$ cat src/rtl/mac_pkg.sv
// Shared types and constants for the mac_pe systolic processing element.
// Saturation bounds are computed at a fixed wide width and sized by the caller.
package mac_pkg;

   typedef enum logic {
      MODE_WS = 1'b0,
      MODE_OS = 1'b1
   } mac_mode_e;

   localparam int DATA_W_DEF = 8;
   localparam int ACC_W_DEF  = 24;
   localparam int SAT_FN_W   = 64;

   function automatic logic [SAT_FN_W-1:0] sat_max(input int width, input bit is_signed);
      logic [SAT_FN_W-1:0] one;
      one = 1;
      return is_signed ? (one << (width - 1)) - one : (one << width) - one;
   endfunction

   // Low `width` bits of the signed result form the most negative value.
   function automatic logic [SAT_FN_W-1:0] sat_min(input int width, input bit is_signed);
      logic [SAT_FN_W-1:0] one;
      one = 1;
      return is_signed ? (one << (width - 1)) : '0;
   endfunction

endpackage

$ cat src/rtl/mac_sat_add.sv
// Saturating accumulate: extends addend and product to ACC_W+1 bits, adds,
// then clamps to the representable accumulator range and flags the clamp.
module mac_sat_add
   import mac_pkg::*;
#(
   parameter int DATA_W = DATA_W_DEF,
   parameter int ACC_W  = ACC_W_DEF,
   parameter int SIGNED = 1
) (
   input  logic [ACC_W-1:0]    i_addend,
   input  logic [2*DATA_W-1:0] i_prod,
   output logic [ACC_W-1:0]    o_sum,
   output logic                o_ovf
);

   localparam int EXT_W = ACC_W + 1 - 2*DATA_W;
   localparam logic [ACC_W-1:0] SAT_MAX = ACC_W'(sat_max(ACC_W, SIGNED != 0));
   localparam logic [ACC_W-1:0] SAT_MIN = ACC_W'(sat_min(ACC_W, SIGNED != 0));

   logic [ACC_W:0] w_addend_ext;
   logic [ACC_W:0] w_prod_ext;
   logic [ACC_W:0] w_sum;

   assign w_sum = w_addend_ext + w_prod_ext;

   generate
      if (SIGNED != 0) begin : g_signed
         assign w_addend_ext = {i_addend[ACC_W-1], i_addend};
         assign w_prod_ext   = {{EXT_W{i_prod[2*DATA_W-1]}}, i_prod};
         // The extra top bit disagrees with the accumulator sign bit only on overflow.
         assign o_ovf        = w_sum[ACC_W] ^ w_sum[ACC_W-1];
         assign o_sum        = o_ovf ? (w_sum[ACC_W] ? SAT_MIN : SAT_MAX) : w_sum[ACC_W-1:0];
      end else begin : g_unsigned
         assign w_addend_ext = {1'b0, i_addend};
         assign w_prod_ext   = {{EXT_W{1'b0}}, i_prod};
         assign o_ovf        = w_sum[ACC_W];
         assign o_sum        = o_ovf ? SAT_MAX : w_sum[ACC_W-1:0];
      end
   endgenerate

endmodule

$ cat src/rtl/mac_pe.sv
// Systolic-array PE with weight-stationary column accumulation and
// output-stationary local accumulation with drain; all outputs registered.
module mac_pe
   import mac_pkg::*;
#(
   parameter int DATA_W = DATA_W_DEF,
   parameter int ACC_W  = ACC_W_DEF,
   parameter int SIGNED = 1
) (
   input  logic              clk,
   input  logic              reset,
   input  logic              mode,
   input  logic              wt_load,
   input  logic [DATA_W-1:0] wt_in,
   output logic [DATA_W-1:0] wt_out,
   input  logic [DATA_W-1:0] data_in,
   output logic [DATA_W-1:0] data_out,
   input  logic              data_valid_in,
   output logic              data_valid_out,
   input  logic [ACC_W-1:0]  acc_in,
   output logic [ACC_W-1:0]  acc_out,
   input  logic              acc_valid_in,
   output logic              acc_valid_out,
   input  logic              os_clear,
   input  logic              os_drain,
   output logic              ovf
);

   logic [DATA_W-1:0]   r_w;
   logic [ACC_W-1:0]    r_l;
   logic [DATA_W-1:0]   r_wt_out;
   logic [DATA_W-1:0]   r_data_out;
   logic                r_data_valid_out;
   logic [ACC_W-1:0]    r_acc_out;
   logic                r_acc_valid_out;
   logic                r_ovf;

   logic                w_is_os;
   logic [DATA_W-1:0]   w_mult;
   logic [2*DATA_W-1:0] w_prod;
   logic [ACC_W-1:0]    w_addend;
   logic [ACC_W-1:0]    w_sum;
   logic                w_sat;

   assign w_is_os = (mac_mode_e'(mode) == MODE_OS);
   assign w_mult  = w_is_os ? wt_in : r_w;
   // A clear zeroes the addend so clear-and-accumulate lands P directly in L.
   assign w_addend = w_is_os ? (os_clear ? '0 : r_l) : acc_in;

   generate
      if (SIGNED != 0) begin : g_mul_s
         assign w_prod = $signed({{DATA_W{data_in[DATA_W-1]}}, data_in})
                       * $signed({{DATA_W{w_mult[DATA_W-1]}}, w_mult});
      end else begin : g_mul_u
         assign w_prod = {{DATA_W{1'b0}}, data_in} * {{DATA_W{1'b0}}, w_mult};
      end
   endgenerate

   mac_sat_add #(
      .DATA_W (DATA_W),
      .ACC_W  (ACC_W),
      .SIGNED (SIGNED)
   ) u_sat_add (
      .i_addend (w_addend),
      .i_prod   (w_prod),
      .o_sum    (w_sum),
      .o_ovf    (w_sat)
   );

   // NOTE: all state uses non-blocking assignments so every register samples pre-edge values.
   always_ff @(posedge clk) begin
      if (reset) begin
         r_w              <= '0;
         r_l              <= '0;
         r_wt_out         <= '0;
         r_data_out       <= '0;
         r_data_valid_out <= 1'b0;
         r_acc_out        <= '0;
         r_acc_valid_out  <= 1'b0;
         r_ovf            <= 1'b0;
      end else begin
         r_wt_out         <= wt_in;
         r_data_out       <= data_in;
         r_data_valid_out <= data_valid_in;
         if (!w_is_os) begin
            if (wt_load) r_w <= wt_in;
            if (data_valid_in) begin
               r_acc_out       <= w_sum;
               r_acc_valid_out <= 1'b1;
            end else begin
               r_acc_valid_out <= 1'b0;
            end
            if (data_valid_in && w_sat) r_ovf <= 1'b1;
         end else begin
            if (data_valid_in)  r_l <= w_sum;
            else if (os_clear)  r_l <= '0;
            if (os_drain) begin
               r_acc_out       <= r_l;
               r_acc_valid_out <= 1'b1;
            end else begin
               r_acc_out       <= acc_in;
               r_acc_valid_out <= acc_valid_in;
            end
            if (os_clear)                    r_ovf <= data_valid_in && w_sat;
            else if (data_valid_in && w_sat) r_ovf <= 1'b1;
         end
      end
   end

   assign wt_out         = r_wt_out;
   assign data_out       = r_data_out;
   assign data_valid_out = r_data_valid_out;
   assign acc_out        = r_acc_out;
   assign acc_valid_out  = r_acc_valid_out;
   assign ovf            = r_ovf;

endmodule
$ cat config.mk
export PLATFORM = sky130hd
export DESIGN_NAME = mac_pe
export DESIGN_NICKNAME = d
export VERILOG_FILES = /design/src/rtl/mac_pkg.sv /design/src/rtl/mac_sat_add.sv /design/src/rtl/mac_pe.sv
export SDC_FILE = /design/constraint.sdc
export NUM_CORES = 1
export LEC_CHECK = 0
export CAP_MARGIN = 20
export CORE_MARGIN = 5
export CORE_UTILIZATION = 60
export CTS_CLUSTER_DIAMETER = 100
export DETAILED_ROUTE_END_ITERATION = 8
export PLACE_DENSITY = 0.85
export SLEW_MARGIN = 40
export SYNTH_ARGS = -nofsm -noshare
export SYNTH_HDL_FRONTEND = slang
export SYNTH_SLANG_ARGS = --single-unit
$ cat constraint.sdc
create_clock -name clk -period 14.1 [get_ports clk]
set_clock_uncertainty 0.15 [all_clocks]
set_input_delay 4.23 -clock clk [delete_from_list [all_inputs] [get_ports clk]]
set_output_delay 4.23 -clock clk [all_outputs]
set_load 0.01 [all_outputs]
# Word level (Yosys, flattened, before mapping)
# Cells that the tools add are included.
[totals]
word_cells = 30
in_bits = 48
register_bits = 75
[op_classes]
n_mul = 1
add_sub_neg = 1
n_reduce_logical = 3
bitwise = 2
muxes = 15
[ops]
columns = ["operator", "n"]
rows = [
  ["24-bit 2-to-1 mux", 8],
  ["24-bit by 16-bit adder with 25-bit output", 1],
  ["8-bit by 8-bit multiplier with 16-bit output", 1],
  ["8-bit 2-to-1 mux", 1],
  ["1-bit 2-to-1 mux", 6],
  ["2-bit AND reduction", 1],
  ["2-bit nonzero test", 1],
  ["1-bit logical AND", 1],
  ["1-bit inverter", 1],
  ["1-bit bitwise XOR", 1],
]

# Longest topological paths before layout
[depth]
word_depth = 8
ltp_mapped = 27
mapped_depth_nobuf = 22

# Modules after synthesis
# Synthesis repeated with hierarchy kept, for this count alone.
[unflattened]
hier_cells = 920
area_unflattened_um2 = 7638.6
[modules_own_cells]
columns = ["mod", "cells_each", "instances", "area_each_um2"]
rows = [
  ["mac_pe", 671, 1, 5941.9],
  ["mac_sat_add", 249, 1, 1696.6],
]

# Worst setup path after synthesis
# Ideal clock, no wire load.
[synth_path]
path_kind = "input to register"
from = "in mode"
to = "reg r_acc_out[15] (netlist: acc_out[15])"
t_required_ns = 13.847
arrival_ns = 10.453
setup_time_ns = 0.103
path_slack_ns = 3.394
cell_stages = 22
path_cell_list = "clkbuf_1 -> clkbuf_1 -> mux2_2 -> nand2_1 -> fa_1 -> inv_1 -> fa_1 -> fa_1 -> fa_1 -> inv_1 -> fa_1 -> inv_1 -> ha_1 -> inv_1 -> nor4_1 -> o211ai_1 -> a21oi_1 -> o211ai_2 -> a21oi_4 -> buf_4 -> a21oi_1 -> a2111oi_2"
[synth_via]
elab_chain_len = 7
elab_cells_between_ends = 10
cone_classes = "add/sub (1); mul (1); mux (6); bitwise (1); reduce/logical (1)"
[synth_lines]
columns = ["element", "line_no", "text"]
rows = [
  ["start, declared", "mac_pe.sv:12", "input logic mode,"],
  ["8-bit 2-to-1 mux", "mac_pe.sv:46", "assign w_mult = w_is_os ? wt_in : r_w;"],
  ["8-bit by 8-bit multiplier with 16-bit output", "mac_pe.sv:53", "* $signed({{DATA_W{w_mult[DATA_W-1]}}, w_mult});"],
  ["24-bit by 16-bit adder with 25-bit output", "mac_sat_add.sv:24", "assign w_sum = w_addend_ext + w_prod_ext;"],
  ["24-bit 2-to-1 mux / 1-bit bitwise XOR (equally long branches)", "mac_sat_add.sv:32, mac_sat_add.sv:31", ""],
  ["24-bit 2-to-1 mux", "mac_sat_add.sv:32", "assign o_sum = o_ovf ? (w_sum[ACC_W] ? SAT_MIN : SAT_MAX) : w_sum[ACC_W-1:0];"],
  ["24-bit 2-to-1 mux", "mac_pe.sv:87", "if (data_valid_in) begin"],
  ["24-bit 2-to-1 mux", "mac_pe.sv:85", "if (!w_is_os) begin"],
  ["end signal, assigned", "mac_pe.sv:88", "r_acc_out <= w_sum;"],
  ["end signal, assigned", "mac_pe.sv:98", "r_acc_out <= r_l;"],
  ["end signal, assigned", "mac_pe.sv:101", "r_acc_out <= acc_in;"],
  ["end, declared", "mac_pe.sv:34", "logic [ACC_W-1:0] r_acc_out;"],
]
# Parallel ways exist; a longest one is shown, timed or not. The select of a mux whose other input is x is not followed.
# A chain may end at the register's enable or synchronous reset.

# Final worst setup path
[layout_path]
from = "in mode"
to = "reg r_acc_out[1] (netlist: acc_out[1])"
# The elaborated chain is that of the path after synthesis.

==> flow_summary.json <==
{
  "portBuffers": 90,
  "synth_area_per_cell_um2": 9.013,
  "peakVddDrop_v": 0.0002463,
  "die_area_mm2": 0.01536,
  "synth_edf_count": 0,
  "firstDrtPassIters": 5,
  "min_path_type": "flop to flop",
  "tns_ns": 0,
  "cts_setup_buffers": 0,
  "antenna_left": 0,
  "synth-simple-area-share_pct": 15.79,
  "synthDistinctLibCells": 49,
  "drtIter0Drc": 451,
  "max_stage_delay_ns": 0.63,
  "placed_cells": 1096,
  "cts_hold_buf": 0,
  "path_buf_inv": 7,
  "routed.top_layer": "met4",
  "clkLatencyLatePin_ns": 0.34,
  "synth_fp_nets": 1076,
  "tightestPinTransition_ns": 0.8002,
  "cts_buffers": 9,
  "core-area_mm2": 0.01267,
  "io_pins": 91,
  "met3WireLength_um": 1397,
  "cts.repair.resized": 0,
  "totalPowerFinal_mw": 1.981,
  "synthToLayoutAreaGrowth_pct": 16.66,
  "wl_per_cell_um": 17.38,
  "post-synth-top-area-cell": "fa_1",
  "dieHeight_um": 123.9,
  "yosys.area.top_type_share_pct": 27.76,
  "synth_top_family_by_area": "adder cells",
  "post-route-min-period_ns": 11.29,
  "synth_compound_area_share_pct": 14.28,
  "synthCells": 864,
  "p_leak_nw": 4.080,
  "clk_root_buffer_cell": "clkbuf_16",
  "rr_worst_depth": 19,
  "num_rows": 41,
  "clockBufferDepth": 2,
  "worst_path_dominant_cell_family": "adder cells",
  "slew_headroom_pct": 45.13,
  "path_class": "input pin to flop",
  "layout_commonest_cell": "inv_1",
  "path_depth": 23,
  "nets": 1147,
  "synthXorXnorAreaFrac_pct": 2.474,
  "mappedNetlistArea_mm2": 0.007787,
  "maxCapViolCount": 0,
  "design_area_mm2": 0.009085,
  "hold_slack_ns": 0.3331,
  "via_per_inst": 5.746,
  "yosys.area_share.adder_pct": 36.76,
  "layout-drive-gt1-share_pct": 5.745,
  "wl_met2_um": 9460,
  "n_antenna_cell": 0,
  "num_vias": 6390,
  "grt_pass1_vias": 6428,
  "die_x_um": 123.9,
  "routabilityCongestion": 0.9414,
  "h-tree-depth": 3,
  "cts_tree": "built",
  "final_cell_mix": "inv_1 (113), fa_1 (108), clkdlybuf4s50_1 (87)",
  "grt_use_total_pct": 26.41,
  "grt_max_degree": 70,
  "antenna_found_initial": 0,
  "cellPowerDensity_mw_per_mm2": 218.1,
  "place_area_mm2": 0.008793,
  "cp.arrival_ns": 11.38,
  "endpoint_kind": "flop",
  "wl_met1_um": 7713,
  "grt_setup_unrepaired": "false",
  "layout.cells.non_filler": 1112,
  "cpMaxStageDelayCell": "a21oi_4",
  "max_freq_mhz": 88.56,
  "fin_crit_sh_pct": 80.08,
  "synth_area_leaders": "fa_1 (28%), dfxtp_1 (19%), ha_1 (9.0%), inv_1 (5.4%), nor2b_1 (4.6%)",
  "cp_cell_sequence": "buf_2 > buf_4 > clkinv_1 > buf_4 > a21oi_1 > fa_1 > inv_1 > fa_1 > ha_1 > inv_1 > fa_1 > inv_1 > ha_1 > ha_1 > fa_1 > a21oi_1 > o211ai_1 > or2_1 > nand4_1 > nand3_1 > a21oi_4 > o21ai_0 > a2111oi_2",
  "slew_viol_final": 0,
  "whs_path_depth": 2,
  "path_common_cell": "fa_1",
  "ys_async_sr_fraction_pct": 0,
  "crit_path_start_kind": "input pin",
  "ys_seq_elements": 75,
  "routed_wl_um": 19320,
  "seq_area_frac_synth_pct": 19.28,
  "post-route-util_pct": 71.70,
  "initial_core_util_pct": 61.46,
  "path_clk_slew_ns": 0.06,
  "place_ws_ns": 2.617,
  "crit_fanout": 69,
  "synth_ff_type": "dfxtp_1",
  "ys.warnings.count": 0,
  "run_status": "completed",
  "grt_overflow": 0,
  "synth_mux_area_share_pct": 3.792,
  "grt_pass1_wl_um": 31640,
  "cp.required_ns": 14.19,
  "dp_hpwl_um": 14650,
  "drt_drc_violations_left": 0,
  "layout_setup_ws_ns": 2.808,
  "cts_num_sinks": 75,
  "hold_viol_final": 0,
  "setup_viol": 0
}
-- logic make-up after synthesis --
kind of cell / count (synthesis)
simple gates: 258
fa+ha+maj: 164
mux: 29
buf+inv: 153
compound gates: 163
xor+xnor: 22
flops: 75
-- final cells by class --
| cell class | count | area, µm² |
|---|---|---|
| Fill cell | 974 | 3586 |
| Inverter | 114 | 427.9 |
| Timing Repair Buffer | 99 | 953.4 |
| Multi-Input combinational cell | 636 | 5700 |
| Clock buffer | 10 | 239.0 |
| Sequential cell | 75 | 1501 |
| Tap cell | 172 | 215.2 |
| Clock inverter | 6 | 47.55 |
-- cells in the mapped netlist, types with 14 or more instances --
cell type / number
dfxtp_1: 75
ha_1: 56
a21oi_1: 55
nand2_1: 84
inv_1: 113
nor2_1: 58
fa_1: 108
xnor2_1: 15
clkbuf_1: 27
nor3_1: 14
a211oi_1: 16
mux2i_1: 25
nor2b_1: 57
o21ai_0: 35
-- worst min-delay path: cells and delay by family, from the launching register on --
family	cells	cell delay (ns)
AO/OA/AOI/OAI	1	0.06
flip-flops	1	0.32
AND/OR/NAND/NOR	1	0.05
-- registers in the layout, indices dropped and copies added, names as in the netlist --
name / count
data_valid_out: 1
acc_valid_out: 1
acc_out: 24
ovf: 1
wt_out: 8
r_l: 24
data_out: 8
r_w: 8
-- per-layer routing --
layer,vias up,track usage (%)
met4,0,10.20
li1,2977,-
met5,-,0
met1,3060,33.50
met2,289,44.78
met3,64,4.995
-- path summary, 6_finish.rpt --
check	slack, ns	from	end
worst max-delay path	2.81	mode	acc_out[1]
worst min-delay path	0.33	r_l[1]	r_l[1]
worst max register to register	7.42	r_w[6]	acc_out[1]
worst min register to register	0.33	r_l[1]	r_l[1]
-- report_power, final --
group	internal (mW)	total (mW)	switching, mW
Sequential	0.265	0.298	0.0328
Combinational	0.583	1.46	0.878
Clock	0.125	0.222	0.0964
No activity file was read; power rests on OpenSTA's default activity.
